[src/rtl/pipe_ctrl_pkg.sv]
// pipe_ctrl_pkg -- shared types for the vector pipeline hazard controller.
//   fwd_sel_t : execute-stage operand source select (regfile / M / W)
//   vstate_t  : vector-hold FSM states
//   fwd_pick  : forwarding priority helper, M result is newer than W
package pipe_ctrl_pkg;

   typedef enum logic [1:0] {
      FWD_RF = 2'b00,
      FWD_M  = 2'b01,
      FWD_W  = 2'b10
   } fwd_sel_t;

   typedef enum logic [0:0] {
      IDLE  = 1'b0,
      VBUSY = 1'b1
   } vstate_t;

   function automatic fwd_sel_t fwd_pick(input logic hit_m, input logic hit_w);
      if (hit_m)      return FWD_M;
      else if (hit_w) return FWD_W;
      else            return FWD_RF;
   endfunction

endpackage

[src/rtl/pipe_hazard_ctrl_if.sv]
// pipe_hazard_ctrl_if -- pipeline-side bundle for the hazard controller.
//   Stage info in : D sources/uses, E dest/sources/flags, M and W dest/flags
//   Control out   : stall_F/D/E, flush_D/E, fwdA_E/fwdB_E, stall_cnt
//   modport master: pipeline datapath (drives stage info, receives control)
//   modport slave : hazard controller
interface pipe_hazard_ctrl_if #(
   parameter int M  = 4,
   parameter int CW = 16
);
   logic [M-1:0]  regAD, regBD;
   logic          useA_D, useB_D, vect_D;
   logic [M-1:0]  regScr_E, regAE, regBE;
   logic          regw_E, regmem_E, vect_E, ALUope_E, branch_E, br_taken_E;
   logic [M-1:0]  regScr_M;
   logic          regw_M, vect_M;
   logic [M-1:0]  regScr_W;
   logic          regw_W, vect_W;
   logic          stall_F, stall_D, stall_E, flush_D, flush_E;
   logic [1:0]    fwdA_E, fwdB_E;
   logic [CW-1:0] stall_cnt;

   modport master (
      output regAD, regBD, useA_D, useB_D, vect_D,
             regScr_E, regAE, regBE, regw_E, regmem_E, vect_E, ALUope_E,
             branch_E, br_taken_E, regScr_M, regw_M, vect_M,
             regScr_W, regw_W, vect_W,
      input  stall_F, stall_D, stall_E, flush_D, flush_E,
             fwdA_E, fwdB_E, stall_cnt
   );

   modport slave (
      input  regAD, regBD, useA_D, useB_D, vect_D,
             regScr_E, regAE, regBE, regw_E, regmem_E, vect_E, ALUope_E,
             branch_E, br_taken_E, regScr_M, regw_M, vect_M,
             regScr_W, regw_W, vect_W,
      output stall_F, stall_D, stall_E, flush_D, flush_E,
             fwdA_E, fwdB_E, stall_cnt
   );
endinterface

[src/rtl/hazard_match.sv]
// hazard_match -- one producer/consumer register dependence compare.
//   idx, vect, regw  : producer destination index, vector flag, write enable
//   src, vect_src    : consumer source index and vector flag
//   used             : consumer really reads this source
//   hit              : dependence exists
// Scalar and vector files share the index space, so the vect flags must agree.
module hazard_match #(
   parameter int W = 4
) (
   input  logic [W-1:0] idx,
   input  logic         vect,
   input  logic         regw,
   input  logic [W-1:0] src,
   input  logic         vect_src,
   input  logic         used,
   output logic         hit
);
   assign hit = regw & used & (idx == src) & (vect == vect_src);
endmodule

[src/rtl/pipe_hazard_ctrl.sv]
// pipe_hazard_ctrl -- stall/flush/forward controller for the 5-stage vector pipe.
//   clk   : pipeline clock
//   rst   : asynchronous active-low reset
//   bus   : pipe_hazard_ctrl_if.slave (stage info in, stall/flush/fwd/stall_cnt out)
// Parameters: M register-index width, VLAT vector ALU latency, CW stall counter width.
// Build option PIPE_FWD_EN: when defined, E-stage operands are forwarded from M/W
// and only load-use stalls; when undefined, fwd selects are fixed to the regfile
// and any D-stage read of an E or M destination stalls until the producer leaves M.
module pipe_hazard_ctrl
   import pipe_ctrl_pkg::*;
#(
   parameter int M    = 4,
   parameter int VLAT = 4,
   parameter int CW   = 16
) (
   input  logic               clk,
   input  logic               rst,
   pipe_hazard_ctrl_if.slave  bus
);

   localparam logic [0:0] ST_IDLE  = IDLE;
   localparam logic [0:0] ST_VBUSY = VBUSY;

   // vcnt counts the remaining VBUSY cycles after the first one
   localparam int            VW    = (VLAT > 2) ? $clog2(VLAT - 1) : 1;
   localparam logic [VW-1:0] VLOAD = VW'((VLAT > 2) ? VLAT - 2 : 0);

   logic [0:0]    state;
   logic [VW-1:0] vcnt;
   logic          held;
   logic [CW-1:0] stall_cnt_q;
   logic          busy, vtrig, ld_use, raw;
   logic          stall_F, stall_D, stall_E, flush_D, flush_E;
   logic [1:0]    hit_ed;

   // E destination vs D sources: load-use (and RAW when not forwarding)
   hazard_match #(.W(M)) u_ed [1:0] (
      .idx(bus.regScr_E), .vect(bus.vect_E), .regw(bus.regw_E),
      .src({bus.regBD, bus.regAD}), .vect_src(bus.vect_D),
      .used({bus.useB_D, bus.useA_D}), .hit(hit_ed)
   );

   assign ld_use = bus.regmem_E & (|hit_ed);

`ifdef PIPE_FWD_EN
   logic [1:0] hit_fm, hit_fw;

   hazard_match #(.W(M)) u_fm [1:0] (
      .idx(bus.regScr_M), .vect(bus.vect_M), .regw(bus.regw_M),
      .src({bus.regBE, bus.regAE}), .vect_src(bus.vect_E),
      .used(2'b11), .hit(hit_fm)
   );

   hazard_match #(.W(M)) u_fw [1:0] (
      .idx(bus.regScr_W), .vect(bus.vect_W), .regw(bus.regw_W),
      .src({bus.regBE, bus.regAE}), .vect_src(bus.vect_E),
      .used(2'b11), .hit(hit_fw)
   );

   // M/W producers are bypassed, so only load-use needs a bubble
   assign raw        = 1'b0;
   assign bus.fwdA_E = rst ? fwd_pick(hit_fm[0], hit_fw[0]) : FWD_RF;
   assign bus.fwdB_E = rst ? fwd_pick(hit_fm[1], hit_fw[1]) : FWD_RF;
`else
   logic [1:0] hit_md;
   logic       unused_nofwd;

   hazard_match #(.W(M)) u_md [1:0] (
      .idx(bus.regScr_M), .vect(bus.vect_M), .regw(bus.regw_M),
      .src({bus.regBD, bus.regAD}), .vect_src(bus.vect_D),
      .used({bus.useB_D, bus.useA_D}), .hit(hit_md)
   );

   // W needs no stall: the regfile writes before it is read in D
   assign raw          = (|hit_ed) | (|hit_md);
   assign bus.fwdA_E   = FWD_RF;
   assign bus.fwdB_E   = FWD_RF;
   assign unused_nofwd = ^{bus.regAE, bus.regBE, bus.regScr_W, bus.regw_W, bus.vect_W};
`endif

   assign busy = (state == ST_VBUSY);
   // held blocks a retrigger by the same op on the cycle right after its hold ends
   assign vtrig = bus.vect_E & bus.ALUope_E & (VLAT > 1) & ~held;

   // outputs are forced low while reset is asserted, independent of inputs
   always_comb begin
      stall_F = 1'b0;
      stall_D = 1'b0;
      stall_E = 1'b0;
      flush_D = 1'b0;
      flush_E = 1'b0;
      if (rst) begin
         if (busy) begin
            stall_F = 1'b1;
            stall_D = 1'b1;
            stall_E = 1'b1;
         end else if (bus.branch_E & bus.br_taken_E) begin
            flush_D = 1'b1;
            flush_E = 1'b1;
         end else if (ld_use | raw) begin
            stall_F = 1'b1;
            stall_D = 1'b1;
            flush_E = 1'b1;
         end
      end
   end

   always_ff @(posedge clk or negedge rst) begin
      if (!rst) begin
         state       <= ST_IDLE;
         vcnt        <= '0;
         held        <= 1'b0;
         stall_cnt_q <= '0;
      end else begin
         held <= busy;
         case (state)
            ST_IDLE: begin
               if (vtrig) begin
                  state <= ST_VBUSY;
                  vcnt  <= VLOAD;
               end
            end
            default: begin
               if (vcnt == '0) state <= ST_IDLE;
               else            vcnt  <= vcnt - 1'b1;
            end
         endcase
         if (stall_D && (stall_cnt_q != '1))
            stall_cnt_q <= stall_cnt_q + 1'b1;
      end
   end

   assign bus.stall_F   = stall_F;
   assign bus.stall_D   = stall_D;
   assign bus.stall_E   = stall_E;
   assign bus.flush_D   = flush_D;
   assign bus.flush_E   = flush_E;
   assign bus.stall_cnt = stall_cnt_q;

endmodule

[src/flat_wrapper.sv]
// flat-port wrapper written by rule: the top's interface ports become plain ports
module pipe_hazard_ctrl_flat import pipe_ctrl_pkg::*;
#(
   parameter int M    = 4,
   parameter int VLAT = 4,
   parameter int CW   = 16
)
  (clk, rst, bus_regAD, bus_regBD, bus_useA_D, bus_useB_D, bus_vect_D, bus_regScr_E, bus_regAE, bus_regBE, bus_regw_E, bus_regmem_E, bus_vect_E, bus_ALUope_E, bus_branch_E, bus_br_taken_E, bus_regScr_M, bus_regw_M, bus_vect_M, bus_regScr_W, bus_regw_W, bus_vect_W, bus_stall_F, bus_stall_D, bus_stall_E, bus_flush_D, bus_flush_E, bus_fwdA_E, bus_fwdB_E, bus_stall_cnt);
  pipe_hazard_ctrl_if #(.M(M), .CW(CW)) bus_i ();
  input  logic clk;
  input  logic rst;
  input wire logic [$bits(bus_i.regAD)-1:0] bus_regAD;
  input wire logic [$bits(bus_i.regBD)-1:0] bus_regBD;
  input wire logic [$bits(bus_i.useA_D)-1:0] bus_useA_D;
  input wire logic [$bits(bus_i.useB_D)-1:0] bus_useB_D;
  input wire logic [$bits(bus_i.vect_D)-1:0] bus_vect_D;
  input wire logic [$bits(bus_i.regScr_E)-1:0] bus_regScr_E;
  input wire logic [$bits(bus_i.regAE)-1:0] bus_regAE;
  input wire logic [$bits(bus_i.regBE)-1:0] bus_regBE;
  input wire logic [$bits(bus_i.regw_E)-1:0] bus_regw_E;
  input wire logic [$bits(bus_i.regmem_E)-1:0] bus_regmem_E;
  input wire logic [$bits(bus_i.vect_E)-1:0] bus_vect_E;
  input wire logic [$bits(bus_i.ALUope_E)-1:0] bus_ALUope_E;
  input wire logic [$bits(bus_i.branch_E)-1:0] bus_branch_E;
  input wire logic [$bits(bus_i.br_taken_E)-1:0] bus_br_taken_E;
  input wire logic [$bits(bus_i.regScr_M)-1:0] bus_regScr_M;
  input wire logic [$bits(bus_i.regw_M)-1:0] bus_regw_M;
  input wire logic [$bits(bus_i.vect_M)-1:0] bus_vect_M;
  input wire logic [$bits(bus_i.regScr_W)-1:0] bus_regScr_W;
  input wire logic [$bits(bus_i.regw_W)-1:0] bus_regw_W;
  input wire logic [$bits(bus_i.vect_W)-1:0] bus_vect_W;
  output wire logic [$bits(bus_i.stall_F)-1:0] bus_stall_F;
  output wire logic [$bits(bus_i.stall_D)-1:0] bus_stall_D;
  output wire logic [$bits(bus_i.stall_E)-1:0] bus_stall_E;
  output wire logic [$bits(bus_i.flush_D)-1:0] bus_flush_D;
  output wire logic [$bits(bus_i.flush_E)-1:0] bus_flush_E;
  output wire logic [$bits(bus_i.fwdA_E)-1:0] bus_fwdA_E;
  output wire logic [$bits(bus_i.fwdB_E)-1:0] bus_fwdB_E;
  output wire logic [$bits(bus_i.stall_cnt)-1:0] bus_stall_cnt;
  assign bus_i.regAD = bus_regAD;
  assign bus_i.regBD = bus_regBD;
  assign bus_i.useA_D = bus_useA_D;
  assign bus_i.useB_D = bus_useB_D;
  assign bus_i.vect_D = bus_vect_D;
  assign bus_i.regScr_E = bus_regScr_E;
  assign bus_i.regAE = bus_regAE;
  assign bus_i.regBE = bus_regBE;
  assign bus_i.regw_E = bus_regw_E;
  assign bus_i.regmem_E = bus_regmem_E;
  assign bus_i.vect_E = bus_vect_E;
  assign bus_i.ALUope_E = bus_ALUope_E;
  assign bus_i.branch_E = bus_branch_E;
  assign bus_i.br_taken_E = bus_br_taken_E;
  assign bus_i.regScr_M = bus_regScr_M;
  assign bus_i.regw_M = bus_regw_M;
  assign bus_i.vect_M = bus_vect_M;
  assign bus_i.regScr_W = bus_regScr_W;
  assign bus_i.regw_W = bus_regw_W;
  assign bus_i.vect_W = bus_vect_W;
  assign bus_stall_F = bus_i.stall_F;
  assign bus_stall_D = bus_i.stall_D;
  assign bus_stall_E = bus_i.stall_E;
  assign bus_flush_D = bus_i.flush_D;
  assign bus_flush_E = bus_i.flush_E;
  assign bus_fwdA_E = bus_i.fwdA_E;
  assign bus_fwdB_E = bus_i.fwdB_E;
  assign bus_stall_cnt = bus_i.stall_cnt;
  pipe_hazard_ctrl #(.M(M), .VLAT(VLAT), .CW(CW)) u_core (.clk(clk), .rst(rst), .bus(bus_i));
endmodule
[config.mk]
export PLATFORM = sky130hd
export DESIGN_NAME = pipe_hazard_ctrl_flat
export DESIGN_NICKNAME = d
export VERILOG_FILES = /design/src/rtl/pipe_ctrl_pkg.sv /design/src/rtl/pipe_hazard_ctrl_if.sv /design/src/rtl/hazard_match.sv /design/src/rtl/pipe_hazard_ctrl.sv /design/src/flat_wrapper.sv
export SDC_FILE = /design/constraint.sdc
export NUM_CORES = 1
export LEC_CHECK = 0
export CORE_ASPECT_RATIO = 1.5
export CORE_MARGIN = 4
export CORE_UTILIZATION = 42
export DETAILED_ROUTE_END_ITERATION = 16
export GPL_TIMING_DRIVEN = 0
export HOLD_SLACK_MARGIN = 0.03
export PLACE_DENSITY_LB_ADDON = 0.1
export SKIP_CTS_REPAIR_TIMING = 1
export SLEW_MARGIN = 20
export SYNTH_ARGS = -nofsm -noshare
export SYNTH_HDL_FRONTEND = slang
export SYNTH_SLANG_ARGS = --single-unit
[constraint.sdc]
create_clock -name clk -period 3.2 [get_ports clk]
set_input_delay 0.64 -clock clk [delete_from_list [all_inputs] [get_ports clk]]
set_output_delay 0.64 -clock clk [all_outputs]
set_load 0.01 [all_outputs]
==> run_results.csv <==
group,metric,value,unit
timing,slew_viol_final,0,
worst_hold_path,hold_class,"reg -> reg",
timing,rsz0062_at_grt,"false",
final_layout,drive_above_1_share,0.149,
placed_design,io_buffers,48,
clock_tree,cts_tree,"done",
final_layout,layout.cells.non_filler,214,
drt,dr.pass1.iters,4,
synth,ys_ff_latch,20,
critical_path,worst_setup_path_end_kind,"output port",
synth,synth_common_cells,"dfrtp_1 (20), xnor2_1 (18), xor2_1 (13)",
critical_path,worst_ep_required_time,2.56,ns
critical_path,critical_path_arrival,2.40,ns
critical_path,rrSetupSlack,0.99,ns
synth,yosysUniqueCellTypes,31,
clock_tree,cts_buffers,3,
placed_design,dp_hpwl,2610,µm
global_routing,track_usage,0.177,
timing,max_slew.worst_pin.slew,0.955,ns
global_routing,antenna_found_initial,0,
global_routing,grt_max_degree,25,
flow_run,cap_violations,0,
drt,avgViaCountPerCell,5.03,
final_layout,area_growth,53.3,%
critical_path,r2r_end,"u_core.bus.stall_cnt[5]",
final_layout,final_util,0.665,
final_layout,fill_cells,257,
clock_tree,clock-sinks,20,
drt,drt_iter0_drc,12,
synth,synth_edf_count,0,
global_routing,grt_pass1_wl,5150,µm
synth,ys_top_cells_by_area,"dfrtp_1 (40%), xnor2_1 (12%), xor2_1 (9.0%)",
placed_design,place_area,1800,µm²
critical_path,timing.rr.start,"u_core.bus.stall_cnt[0]",
clock_tree,cts_root_buffer,"clkbuf_8",
clock_tree,clock_path_buffers,2,
synth,async_reset_ff_frac,1.00,
power,p_per_area,504,nW/µm²
floorplan,fp.dieArea,3970,µm²
synth,yosysSeqAreaShare,0.396,
placed_design,gp_congestion,0.742,
floorplan,io_pins,68,
critical_path,critPathLaunch,"bus_regBD[0]",
floorplan,rows,24,
timing,period_needed,3.04,ns
synth,yosysTopAreaCellShare,0.396,
global_routing,grt_overflow,0,
power,power.total,0.976,mW
timing,finalSetupViolCount,0,
placed_design,dp_cells,210,
power,ir_drop,0.621,mV
power,p_leak,0.880,nW
clock_tree,path_clk_slew,0.07,ns
synth,synthFlopType,"dfrtp_1",
synth,yosysMostFrequentCell,"dfrtp_1",
floorplan,die_h,75.2,µm
synth,syn_area_per_cell,10.5,µm²
clock_tree,worstSkewPairLatency,0.26,ns
floorplan,fp.dieW,52.8,µm
synth,synth_top_area_cell,"dfrtp_1",
critical_path,critPathKind,"in -> out",
timing,hold_viol_final,0,
floorplan,start_util,0.434,
timing,skew,0.00179,ns
synth,synth_cells,120,
drt,drc_errors,0,
timing,tns,0,ns
timing,finalCritPeriodShare,0.951,
synth,syn-cell-area,1260,µm²
global_routing,grt_pass1_vias,1169,
critical_path,critPathLaunchType,"input port",
drt,ant_nets,0,
critical_path,critPathMaxFanout,5,
critical_path,reg2regPathDepth,9,
timing,relSlewSlack,0.363,
drt,num_vias,1077,
critical_path,crit_end,"bus_stall_F",
timing,fmax,0.329,GHz
synth,yosys_warnings,0,
final_layout,design_area,1940,µm²
drt,post_drt_wl_per_cell,15.6,µm
outcome,status,"completed",
final_layout,num-nets-final,221,
drt,wirelength,3340,µm
floorplan,core_area,2910,µm²
clock_tree,h-tree-depth,1,
final_layout,diodes,0,
-- cells by family after synthesis --
kind of cell / synth area share
xor+xnor: 0.215
compound gates: 0.0396
fa+ha+maj: 0.0198
simple gates: 0.248
mux: 0.0257
buf+inv: 0.0535
flops: 0.396
other cells: 0.00297
-- placed cells by master (no fill, tap or decap), drive strengths merged --
cell type      instances
clkdlybuf4s50         43
dfrtp                 20
xnor2                 18
xor2                  13
nand4                 11
nand2                  9
and3                   8
buf                    6
inv                    5
dlymetal6s2s           5
nor4                   5
conb                   4
nor2                   3
nand3                  3
clkbuf                 3
nand2b                 2
and2                   2
o21ai                  2
ha                     2
a21oi                  2
mux2                   2
o21bai                 1
a31o                   1
a31oi                  1
and4                   1
nand4b                 1
mux2i                  1
bufinv                 1
-- routing by layer --
metal | up-vias | wire length, µm | track usage
met5 | - | 0 | 0
met4 | 0 | 76 | 0.102
met3 | 6 | 293 | 0.0396
met2 | 45 | 1840 | 0.336
met1 | 505 | 1130 | 0.169
li1 | 521 | - | -
-- worst min path at each step --
stage                start                 endpoint  slack, ns  depth (start not counted)
2_1_floorplan          rst  u_core.bus.stall_cnt[0]       0.34                          0
3_3_place_gp   u_core.busy              u_core.held       0.46                          0
3_5_place_dp   u_core.busy              u_core.held       0.47                          0
4_1_cts        u_core.busy              u_core.held       0.49                          0
5_1_grt        u_core.busy              u_core.held       0.52                          0
6_report       u_core.busy              u_core.held       0.49                          0
-- critical path: stages --
cell	delay, ns
clkdlybuf4s50_1	0.51
xnor2_1	0.13
nand4_1	0.20
nor4_4	0.38
nor4_4	0.09
o21bai_4	0.17
buf_4	0.13
dlymetal6s2s_1	0.15
-- area by class of cell --
class / count / area (µm²) / area share
multi-input combinational: 92 / 756 / 0.390
sequential: 20 / 500 / 0.258
clock inverter: 1 / 30.0 / 0.0155
clock buffer: 3 / 41.3 / 0.0213
tap: 39 / 48.8 / 0.0252
buffer: 6 / 48.8 / 0.0252
timing repair buffer: 48 / 493 / 0.255
inverter: 5 / 18.8 / 0.00969
-- through the flow --
step | hold WS [ns] | setup WS, ns
floorplan | 0.344 | 0.866
global placement | 0.465 | -0.352
detailed placement | 0.474 | -0.364
CTS | 0.492 | -0.363
global route | 0.517 | 0.0906
finish | 0.487 | 0.158
-- where the power goes --
group | internal [mW] | switching (mW) | leakage (nW)
combinational | 0.196 | 0.166 | 0.589
clock | 0.167 | 0.0825 | 0.0357
sequential | 0.310 | 0.0543 | 0.256
total | 0.673 | 0.303 | 0.880
-- sequential cells by signal (all words and copies together), names as in the netlist --
name	flops
u_core.bus.stall_cnt	16
u_core.vcnt	2
u_core.busy	1
u_core.held	1
(Power assumes the default switching activity.)
